$ cat src/rtl/lossy_link_pipe.sv
// Multi-lane fixed-latency lossy link: beats accepted under valid/ready re-emerge DELAY cycles later.
// Errors are externally requested per beat and applied as flag, drop or corrupt; optional consecutive-error bound.
module lossy_link_pipe #(
   parameter int                CHANNELS       = 1,
   parameter int                DATA_W         = 8,
   parameter int                DELAY          = 2,
   parameter int                ERR_MODE       = 0,
   parameter logic [DATA_W-1:0] ERR_MASK       = '1,
   parameter int                MAX_CONSEC_ERR = 0,
   parameter int                STAT_W         = 16
) (
   input  logic                       i_clk,
   input  logic                       i_rst_n,
   input  logic [CHANNELS-1:0]        i_in_valid,
   output logic [CHANNELS-1:0]        o_in_ready,
   input  logic [CHANNELS*DATA_W-1:0] i_in_payload,
   input  logic [CHANNELS-1:0]        i_stall,
   input  logic [CHANNELS-1:0]        i_err_inject,
   output logic [CHANNELS-1:0]        o_in_error,
   output logic [CHANNELS-1:0]        o_out_valid,
   output logic [CHANNELS*DATA_W-1:0] o_out_payload,
   output logic [CHANNELS-1:0]        o_out_error,
   output logic [CHANNELS*STAT_W-1:0] o_stat_sent,
   output logic [CHANNELS*STAT_W-1:0] o_stat_err
);

   localparam int                CW      = (MAX_CONSEC_ERR > 0) ? $clog2(MAX_CONSEC_ERR + 1) : 1;
   localparam logic [DATA_W-1:0] LP_MASK = (ERR_MODE == 2) ? ERR_MASK : '0;
   localparam logic              LP_DROP = (ERR_MODE == 1);
   localparam logic              LP_FLAG = (ERR_MODE != 1);

   for (genvar g = 0; g < CHANNELS; g++) begin : g_lane
      logic              w_accept;
      logic              w_force_clean;
      logic              w_in_error;
      logic              w_s0_vld;
      logic [DATA_W-1:0] w_s0_dat;
      logic              w_s0_err;
      logic [CW-1:0]     r_consec;
      logic [DELAY-1:0]  r_vld;
      logic [DELAY-1:0]  r_err;
      logic [DATA_W-1:0] r_dat [DELAY];
      logic [STAT_W-1:0] r_sent;
      logic [STAT_W-1:0] r_err_cnt;

      assign o_in_ready[g]  = i_rst_n & ~i_stall[g];
      assign w_accept       = i_in_valid[g] & o_in_ready[g];
      assign w_force_clean  = (MAX_CONSEC_ERR > 0) && (r_consec == CW'(MAX_CONSEC_ERR));
      assign w_in_error     = w_accept & i_err_inject[g] & ~w_force_clean;
      assign o_in_error[g]  = w_in_error;

      // Stage 0 is zeroed when empty so the output payload is 0 whenever out_valid is low.
      assign w_s0_vld = w_accept & ~(LP_DROP & w_in_error);
      assign w_s0_dat = w_s0_vld ? (i_in_payload[g*DATA_W +: DATA_W] ^ (w_in_error ? LP_MASK : '0)) : '0;
      assign w_s0_err = w_s0_vld & w_in_error & LP_FLAG;

      always_ff @(posedge i_clk) begin
         if (!i_rst_n) begin
            r_vld <= '0;
            r_err <= '0;
            for (int k = 0; k < DELAY; k++) r_dat[k] <= '0;
         end else begin
            r_vld[0] <= w_s0_vld;
            r_err[0] <= w_s0_err;
            r_dat[0] <= w_s0_dat;
            for (int k = 1; k < DELAY; k++) begin
               r_vld[k] <= r_vld[k-1];
               r_err[k] <= r_err[k-1];
               r_dat[k] <= r_dat[k-1];
            end
         end
      end

      always_ff @(posedge i_clk) begin
         if (!i_rst_n || MAX_CONSEC_ERR == 0) begin
            r_consec <= '0;
         end else if (w_accept) begin
            r_consec <= w_in_error ? r_consec + CW'(1) : '0;
         end
      end

      // Counters stick at all-ones rather than wrapping.
      always_ff @(posedge i_clk) begin
         if (!i_rst_n) begin
            r_sent    <= '0;
            r_err_cnt <= '0;
         end else begin
            if (w_accept && r_sent != '1)      r_sent    <= r_sent + STAT_W'(1);
            if (w_in_error && r_err_cnt != '1) r_err_cnt <= r_err_cnt + STAT_W'(1);
         end
      end

      assign o_out_valid[g]                     = r_vld[DELAY-1];
      assign o_out_error[g]                     = r_err[DELAY-1];
      assign o_out_payload[g*DATA_W +: DATA_W]  = r_dat[DELAY-1];
      assign o_stat_sent[g*STAT_W +: STAT_W]    = r_sent;
      assign o_stat_err[g*STAT_W +: STAT_W]     = r_err_cnt;
   end

endmodule

$ cat config.mk
export PLATFORM = sky130hd
export DESIGN_NAME = lossy_link_pipe
export DESIGN_NICKNAME = d
export VERILOG_FILES = /design/src/rtl/lossy_link_pipe.sv
export SDC_FILE = /design/constraint.sdc
export NUM_CORES = 1
export LEC_CHECK = 0
export CAP_MARGIN = 20
export CORE_ASPECT_RATIO = 0.75
export CORE_MARGIN = 2
export CORE_UTILIZATION = 44
export DETAILED_ROUTE_END_ITERATION = 6
export GPL_ROUTABILITY_DRIVEN = 0
export PLACE_DENSITY = 0.87
export SYNTH_ARGS = -nofsm -noshare
export SYNTH_HDL_FRONTEND = slang
export SYNTH_SLANG_ARGS = --single-unit
$ cat constraint.sdc
create_clock -name i_clk -period 1.6 [get_ports i_clk]
set_input_delay 0.48 -clock i_clk [delete_from_list [all_inputs] [get_ports i_clk]]
set_output_delay 0.48 -clock i_clk [all_outputs]
set_load 0.005 [all_outputs]
== Word-level counts from Yosys, hierarchy flattened ==
Memories as Yosys holds them, arrays and structs flattened.
Index checks and enable logic that the tools add are counted.

* Add/subtract/negate cells: 2
* Multipliers: 0
* Div/mod/pow operators: 0
* Order comparisons: 0
* Equal/unequal tests: 2
* Shift-type cells: 0
* Mux-type cells: 5
* Bitwise operators: 7
* Reduce and logical (&&, ||, !) cells: 2

{| class="wikitable"
|+ Operators by type and width
! cell !! count
|-
| 16-bit by 1-bit adder with 16-bit output, second input constant || 2
|-
| 16-bit inequality test, second input constant || 2
|-
| 8-bit two-way mux || 3
|-
| 1-bit bitwise AND || 4
|-
| 1-bit logical AND || 2
|-
| 1-bit two-way mux || 2
|-
| 1-bit OR || 2
|-
| 1-bit NOT || 1
|}

* Flip-flop bits (word level): 36
* Bits in latches: 0
* RAM bits: 16
* Memory bits (read-only): 0
* Input bits: 13
* Output and inout bits: 44
* Word-level logic and storage cells: 23
* Memories kept: 1

{| class="wikitable"
|+ Memories
! memory !! depth !! width !! read ports !! clocked after memory_dff !! wr ports !! line !! RTL
|-
| g_lane[0].r_dat || 2 || 8 || 2 || 0 || 2 || 42 || <nowiki>logic [DATA_W-1:0] r_dat [DELAY];</nowiki>
|}

== Logic depth before layout (Yosys ltp) ==
Gate-level depths: netlist of run 1.

* Depth in word-level cells: 5
* Depth in mapped cells: 6
* Mapped depth without buffers: 5

== Worst setup path after synthesis of run 1 ==
Ideal clock, no wire load.

* Kind: in2reg
* Start: in i_stall
* End: reg g_lane[0].r_err_cnt[8] (netlist: o_stat_err[8])
* Setup time: 0.071 ns
* Arrival: 1.592 ns
* Required time: 1.529 ns
* Setup slack: -0.063 ns
* Stages on the path: 4
* Buffers on the path: 0
* Cells stage by stage: and4b_4 nand4_4 or4_1 a21oi_1

* Longest elaborated chain between the ends: 5

{| class="wikitable"
|+ Ends and longest elaborated chain
! what !! line !! RTL
|-
| start, declared || 17 || <nowiki>input logic [CHANNELS-1:0] i_stall,</nowiki>
|-
| 1-bit NOT || 46 || <nowiki>assign o_in_ready[g] = i_rst_n & ~i_stall[g];</nowiki>
|-
| 1-bit bitwise AND || 46 ||
|-
| 1-bit bitwise AND || 47 || <nowiki>assign w_accept = i_in_valid[g] & o_in_ready[g];</nowiki>
|-
| 1-bit bitwise AND || 49 || <nowiki>assign w_in_error = w_accept & i_err_inject[g] & ~w_force_clean;</nowiki>
|-
| 1-bit logical AND || 89 || <nowiki>if (w_in_error && r_err_cnt != '1) r_err_cnt <= r_err_cnt + STAT_W'(1);</nowiki>
|-
| end signal, assigned || 89 ||
|-
| end, declared || 44 || <nowiki>logic [STAT_W-1:0] r_err_cnt;</nowiki>
|}

Every way passes these cells.
A chain may end at the register's enable or synchronous reset.

== Worst setup path after layout of run 1 ==
* Start: in i_stall
* End: reg g_lane[0].r_err_cnt[13] (netlist: o_stat_err[13])

Same word-level chain as after synthesis.

==> impl_results.md, run 1 <==
- Violations in the final reports: negative setup slack
- Setup CP Type: primary input to flop
- Leading area contributor after synthesis: dfxtp_1
- Arrival time at the worst endpoint: between 1500 and 2000 ps
- Minimum period implied by the final worst setup slack: about 1700 ps
- Number of buffers added by the clock tree synthesis step: 5
- Placed wire-length estimate after detailed placement: approximately 4100 um
- Cell chosen for the clock root: clkbuf_8
- Die Width: slightly below 90 um
- Min Hold Slack: 437 ps
- Average cell area after synthesis: 9.70 um^2
- Area share of xor/xnor cells in the synthesized design: 0.383%
- Final setup violation count: 11
- Routed len/inst: 18.1 um
- Crit Path Max Fanout: 5
- Power per cell area: approximately 590 nW/um^2
- Fmax: between 500 and 600 MHz
- Synth Instances: roughly 240
- Most numerous cell in the Yosys netlist: dfxtp_1
- Top cells by count, synth: dfxtp_1 (52), and2_1 (18), nand2_1 (16)
- Fraction of synthesized area in multiplexers: ~2.6%
- Number of flops mapped to enable cells by yosys: 0
- Filler cell count: between 300 and 400
- Area taken by multi-input logic gates: about 1300 um^2
- Clock sinks: 52
- Yosys Warn Count: 0
- Classification of the worst-slack hold path: flop to flop
- Port Buffers: 56
- Count of nets left with antenna violations after detail routing: 0
- Storage element area: 1110 um^2
- Highest ir drop seen on vdd: roughly 0.00038 V
- Number of top-level pins: 57
- Initial cell density of the core: 46.2%
- DR DRC count: 0
- Average via count per standard cell: approximately 5.8
- Worst Setup Slack post-DPL: -699 ps
- Area grow syn2layout: 63.8%
- Fraction of registers with async set or reset after synthesis: 0%
- Transition at the pin with the smallest max-transition slack: 449 ps
- Setup Skew: ~13 ps
- Hold Path Cell Cnt: 1
- Remaining global-route overflow: 0
- Final slew viol count: 0
- Synthesized netlist net count: ~250
- Pin count of the biggest net entering global routing: 23
- Combinational family with the most area after synthesis: simple AND/OR/NAND/NOR gates
- Final number of hold-violating endpoints: 0
- Post-Synth Adder-Cell Area: under 10%
- Detailed router's first-iteration violation count: 134
- Number of levels the H-tree was split into: 2
- Portion of the post-synthesis area used by sequential elements: ~45%
- Remaining max-slew budget at the tightest pin: a little over two thirds
- Die height: 66.5 um
- DIE AREA: 5800 um^2
- Leading cell types by total area after synthesis: dfxtp_1 (45%), and2_1 (4.9%), o31ai_1 (3.6%)
- Static leakage: 1.73 nW
- Fraction of layout instances using a drive strength above 1: a little under half
- Dominant register cell in the synthesized netlist: dfxtp_1
- Max-Cap Viols: 0
- Floorplan Core Area: a little under 5000 um^2
- GRT Util Overall: around 23%
- Number of buffers between clock root and the deepest sink: 2
- CTS tree: built
- Yosys cell types: 46
- Area share of the leading cell type in the synthesized netlist: around 45%
- Simple logic cell fraction of the synthesized area: ~30%
- Cell Area, Synth: about 2300 um^2
- Kind of capture point of the worst setup path: flop
- Total Nets Final: roughly 370
- Post-layout utilization of the core: between 70% and 80%
- Via count of the first global-routing pass: 2245
- Synthesized-area fraction occupied by ao, oa, aoi and oai cells: about 15%
- Routed via count: about 2400
- First-pass GRT wire length: about 10000 um
- Number of cells on the worst reg-to-reg path: 6
- Number of buffers added to fix hold violations after cts: 0
- Final Cycle Share: 105%
- Clock insertion delay at the later pin of the skew report: 320 ps
- Number of storage elements in the synthesis netlist: 52
- Final-layout setup total negative slack: -363 ps
- Unrepaired setup endpoints after global routing: true
- Initial DRT Pass Iterations: 4
- Initial antenna violation count: 0
- Clock transition at the registers of the reported paths: 110 ps
- Endpoint required time on the critical path: about 1800 ps
- Number of diodes added for antenna fixing: 0
- Number of rows created at floorplan: 22
- Outcome: complete, but fails checks
- Kind of start point of the critical path: primary input
- Setup slack of the critical path after layout: -77.5 ps
- Final Routed Wirelength: ~7500 um
## stage by stage
step | area, um^2 | instances | power [W]
CTS | 3470 | 409 | 0.00220
global route | 3750 | 417 | 0.00228
global placement | 3180 | 381 | 0.00147
detailed placement | 3180 | 381 | 0.00147
floorplan | 2320 | 236 | 0.00140
finish | 3750 | 417 | 0.00221
## worst paths after layout
path / from / to / slack, ps
worst min register to register: g_lane[0].r_vld[0] / g_lane[0].r_vld[1] / 440
worst max-delay path: i_stall / o_stat_err[13] / -80
worst min-delay path: g_lane[0].r_vld[0] / g_lane[0].r_vld[1] / 440
worst max register to register: o_stat_sent[12] / o_stat_sent[12] / -60
## cells by family after synthesis
| group | count (synthesis) |
|---|---|
| muxes | 6 |
| adders and majority gates | 2 |
| buffers and inverters | 23 |
| AOI/OAI and AO/OA | 49 |
| xor gates and xnor gates | 1 |
| DFF | 52 |
| and+or+nand+nor | 103 |
## where the power goes
part / internal, W / total [W] / switching [W]
sequential: 0.00129 / 0.00129 / 0.00000513
combinational: 0.0000751 / 0.000138 / 0.0000631
clock: 0.000314 / 0.000781 / 0.000466
total: 0.00168 / 0.00221 / 0.000534
## flip-flops by register name, indices dropped and copies added, names as in the netlist
name          count
o_stat_err       16
g_lane.r_dat     16
g_lane.r_vld      2
o_stat_sent      16
g_lane.r_err      2
## placed cells by master, fill, tap and decap left out, types with 3 or more instances in the layout
cell type,n
clkdlybuf4s50_1,8
dlygate4sd2_1,39
nand3_4,3
nand4_1,5
nand2b_1,4
inv_1,5
or3_1,5
buf_2,3
buf_6,11
dfxtp_1,19
buf_4,63
o31ai_1,10
o211ai_1,4
and4_4,3
nor2_1,6
a21oi_2,5
dlymetal6s2s_1,3
a21oi_1,11
nor4_4,3
nand4_4,5
dfxtp_4,12
o21ai_0,7
or4_4,3
clkbuf_8,5
nand2_1,15
and2_1,18
mux2i_1,6
dfxtp_2,21
nand3_1,4
or3_4,3
nor3_1,3
## worst max-delay path: stages
cell and delay (ps):
buf_6 90, and4b_4 360, o41ai_4 120, buf_4 180
or4_4 500, a21oi_2 180
## per-layer routing
metal	wire (um)	global-route usage [%]	up-vias
met5	0	0	-
met4	257	7.69	0
met3	523	4.83	31
met2	3810	40.3	123
met1	2950	28.5	1166
li1	-	-	1108
## repair_timing
action / 4_1_cts / 5_1_grt
hold endpoints to repair: 0 / 0
buffers inserted: 25 / 8
resized for setup: 115 / 44
pin swaps: 7 / 23
endpoints found under the setup margin: 72 / 30
## cell type report
class | instances | share of cell area [%]
well taps | 60 | 2.00
inverters | 6 | 0.600
flip-flops and latches | 52 | 29.7
multi-input cells | 161 | 35.4
clock buffers | 5 | 1.83
clock inverters | 3 | 0.600
repair buffers | 130 | 29.9
Power figures use the tool's default switching activity.
==> inputs of run 2 (changes only) <==
CORE_UTILIZATION = 30   (was 44)
PLACE_DENSITY = default   (was 0.87)
==> impl_results.md, run 2 (synthesized netlist as in run 1, its figures left out) <==
- Area grow syn2layout: 64.2%
- Max-Cap Viols: 0 (unchanged)
- Crit Path Max Fanout: 7 (+2)
- Global routing's busiest layer: met2
- Clock transition at the registers of the reported paths: 110 ps (about the same)
- Die Width: 105 um (+20%)
- Highest ir drop seen on vdd: 0.000348 V (-8.9%)
- Register-to-register setup slack: -50 ps (about the same)
- Detailed router's first-iteration violation count: 51 (-62%)
- Outcome: complete, but fails checks
- Total Nets Final: 374 (+0.81%)
- Placed wire-length estimate after detailed placement: 4130 um (+0.64%)
- Fmax: 606 MHz (+1.7%)
- Launching element of the worst setup path: o_stat_err[1]
- Final Routed Wirelength: 6590 um (-13%)
- Worst r2r src: o_stat_err[1]
- Setup Skew: 14.4 ps (+1.80 ps)
- Remaining global-route overflow: 0 (unchanged)
- Power per cell area: 596 nW/um^2 (+1.1%)
- Total non-filler cell area in the finished layout: 3760 um^2 (+0.23%)
- Cell chosen for the clock root: clkbuf_8
- Final number of hold-violating endpoints: 0 (unchanged)
- Routed len/inst: 14.3 um (-21%)
- Leading cell type in the layout, fill and taps excluded: buf_4
- Endpoint required time on the critical path: 1800 ps (-40 ps)
- DIE AREA: 8350 um^2 (+44%)
- Clock insertion delay at the later pin of the skew report: 310 ps (about the same)
- Average via count per standard cell: 4.93 (-15%)
- Unrepaired setup endpoints after global routing: true
- Number of buffers added by the clock tree synthesis step: 5 (unchanged)
- Die height: 79.7 um (+20%)
- Final Cycle Share: 103% (-1.8 points)
- Initial antenna violation count: 0 (unchanged)
- Worst hold start: g_lane[0].r_dat[0][4]
- Port Buffers: 56 (unchanged)
- Arrival time at the worst endpoint: 1850 ps (-70 ps)
- Minimum period implied by the final worst setup slack: 1650 ps (-28.2 ps)
- Initial DRT Pass Iterations: 4 (unchanged)
- Number of top-level pins: 57 (unchanged)
- Transition at the pin with the smallest max-transition slack: 373 ps (-76.0 ps)
- Fraction of layout instances using a drive strength above 1: 46.4% (-0.11 points)
- First-pass GRT wire length: 10400 um (+0.20%)
- Remaining max-slew budget at the tightest pin: 75.0% (+5.2 points)
- Count of nets left with antenna violations after detail routing: 0 (unchanged)
- Commonest cells after routing, fill and taps aside: buf_4 (67), dlygate4sd2_1 (42), dfxtp_2 (23), dfxtp_1 (20), and2_1 (18)
- Routed via count: 2274 (-6.3%)
- Number of buffers between clock root and the deepest sink: 2 (unchanged)
- Cell area reported after detailed placement: 3260 um^2 (+2.6%)
- Pin count of the biggest net entering global routing: 27 (+17%)
- Number of levels the H-tree was split into: 2 (unchanged)
- GRT Util Overall: 15.3% (-7.8 points)
- Kind of start point of the critical path: flop
- Via count of the first global-routing pass: 2257 (+0.53%)
- Classification of the worst-slack hold path: flop to flop
- Final-layout setup total negative slack: -176 ps (+187 ps)
- Number of diodes added for antenna fixing: 0 (unchanged)
- CTS tree: built
- Setup slack of the critical path after layout: -49.2 ps (+28.2 ps)
- Number of rows created at floorplan: 27 (+23%)
- Final setup violation count: 7 (-4)
- Violations in the final reports: negative setup slack
- Kind of capture point of the worst setup path: flop
- Setup CP Type: flop to flop
- Static leakage: 1.69 nW (-2.1%)
- Met2 global-route usage: 26.5% (-14 points)
- Final slew viol count: 0 (unchanged)
- DR DRC count: 0 (unchanged)
- Number of buffers added to fix hold violations after cts: 0 (unchanged)
- Floorplan Core Area: 7360 um^2 (+49%)
- Met3 Resource Use GR: 3.84% (-1.0 points)
- Grt met1 use: 19.3% (-9.2 points)
- Clock sinks: 52 (unchanged)
- Initial cell density of the core: 31.1% (-15 points)
[run 2: report_power, final]
group / internal, W / total, W / switching [W]
combinational: 0.0000688 / 0.000128 / 0.0000596
sequential: 0.00129 / 0.00130 / 0.00000466
clock: 0.000320 / 0.000815 / 0.000496
[run 2: layout make-up]
type / count / area (um^2)
fillers: 737 / 3600
multi-input cells: 162 / 1320
flip-flops and latches: 52 / 1100
repair buffers: 132 / 1090
well taps: 101 / 126
clock buffers: 5 / 68.8
clock inverters: 3 / 26.3
inverters: 6 / 25.0
[run 2: timing repair]
item	4_1_cts	5_1_grt
setup buffers	25	10
setup endpoints to repair	75	29
gates cloned	0	1
pin swaps	12	18
gates resized for setup	115	36
[run 2: metal layers]
metal	share of wire [%]	vias to the layer above	wire length, um
li1	-	1118	-
met1	48	1106	3130
met2	48	44	3140
met3	4.2	6	278
met4	0.67	0	44
met5	0	-	0
[run 2: critical path: stages, from the launching register on]
cell	delay, ps
dfxtp_2	350
buf_6	90
ha_4	140
nand3_4	80
o41ai_4	410
buf_4	220
mux2i_1	180
nor2_1	60
[run 2: final timing paths]
check,depth (start not counted),endpoint
max reg2reg,7,o_stat_err[1]
min reg2reg,1,g_lane[0].r_dat[0][12]
min,1,g_lane[0].r_dat[0][12]
max,7,o_stat_err[1]
[run 2: metrics by stage]
stage          instances  setup slack (ps)  hold WS [ps]  util (%)  total power, W
2_1_floorplan        236             -63.1           412         -         0.00140
3_3_place_gp         426              -697           413      44.3         0.00147
3_5_place_dp         426              -711           422      44.3         0.00147
4_1_cts              456             -79.6           437      48.7         0.00225
5_1_grt              461              -119           458      51.1         0.00232
6_report             461             -49.2           437      51.1         0.00224
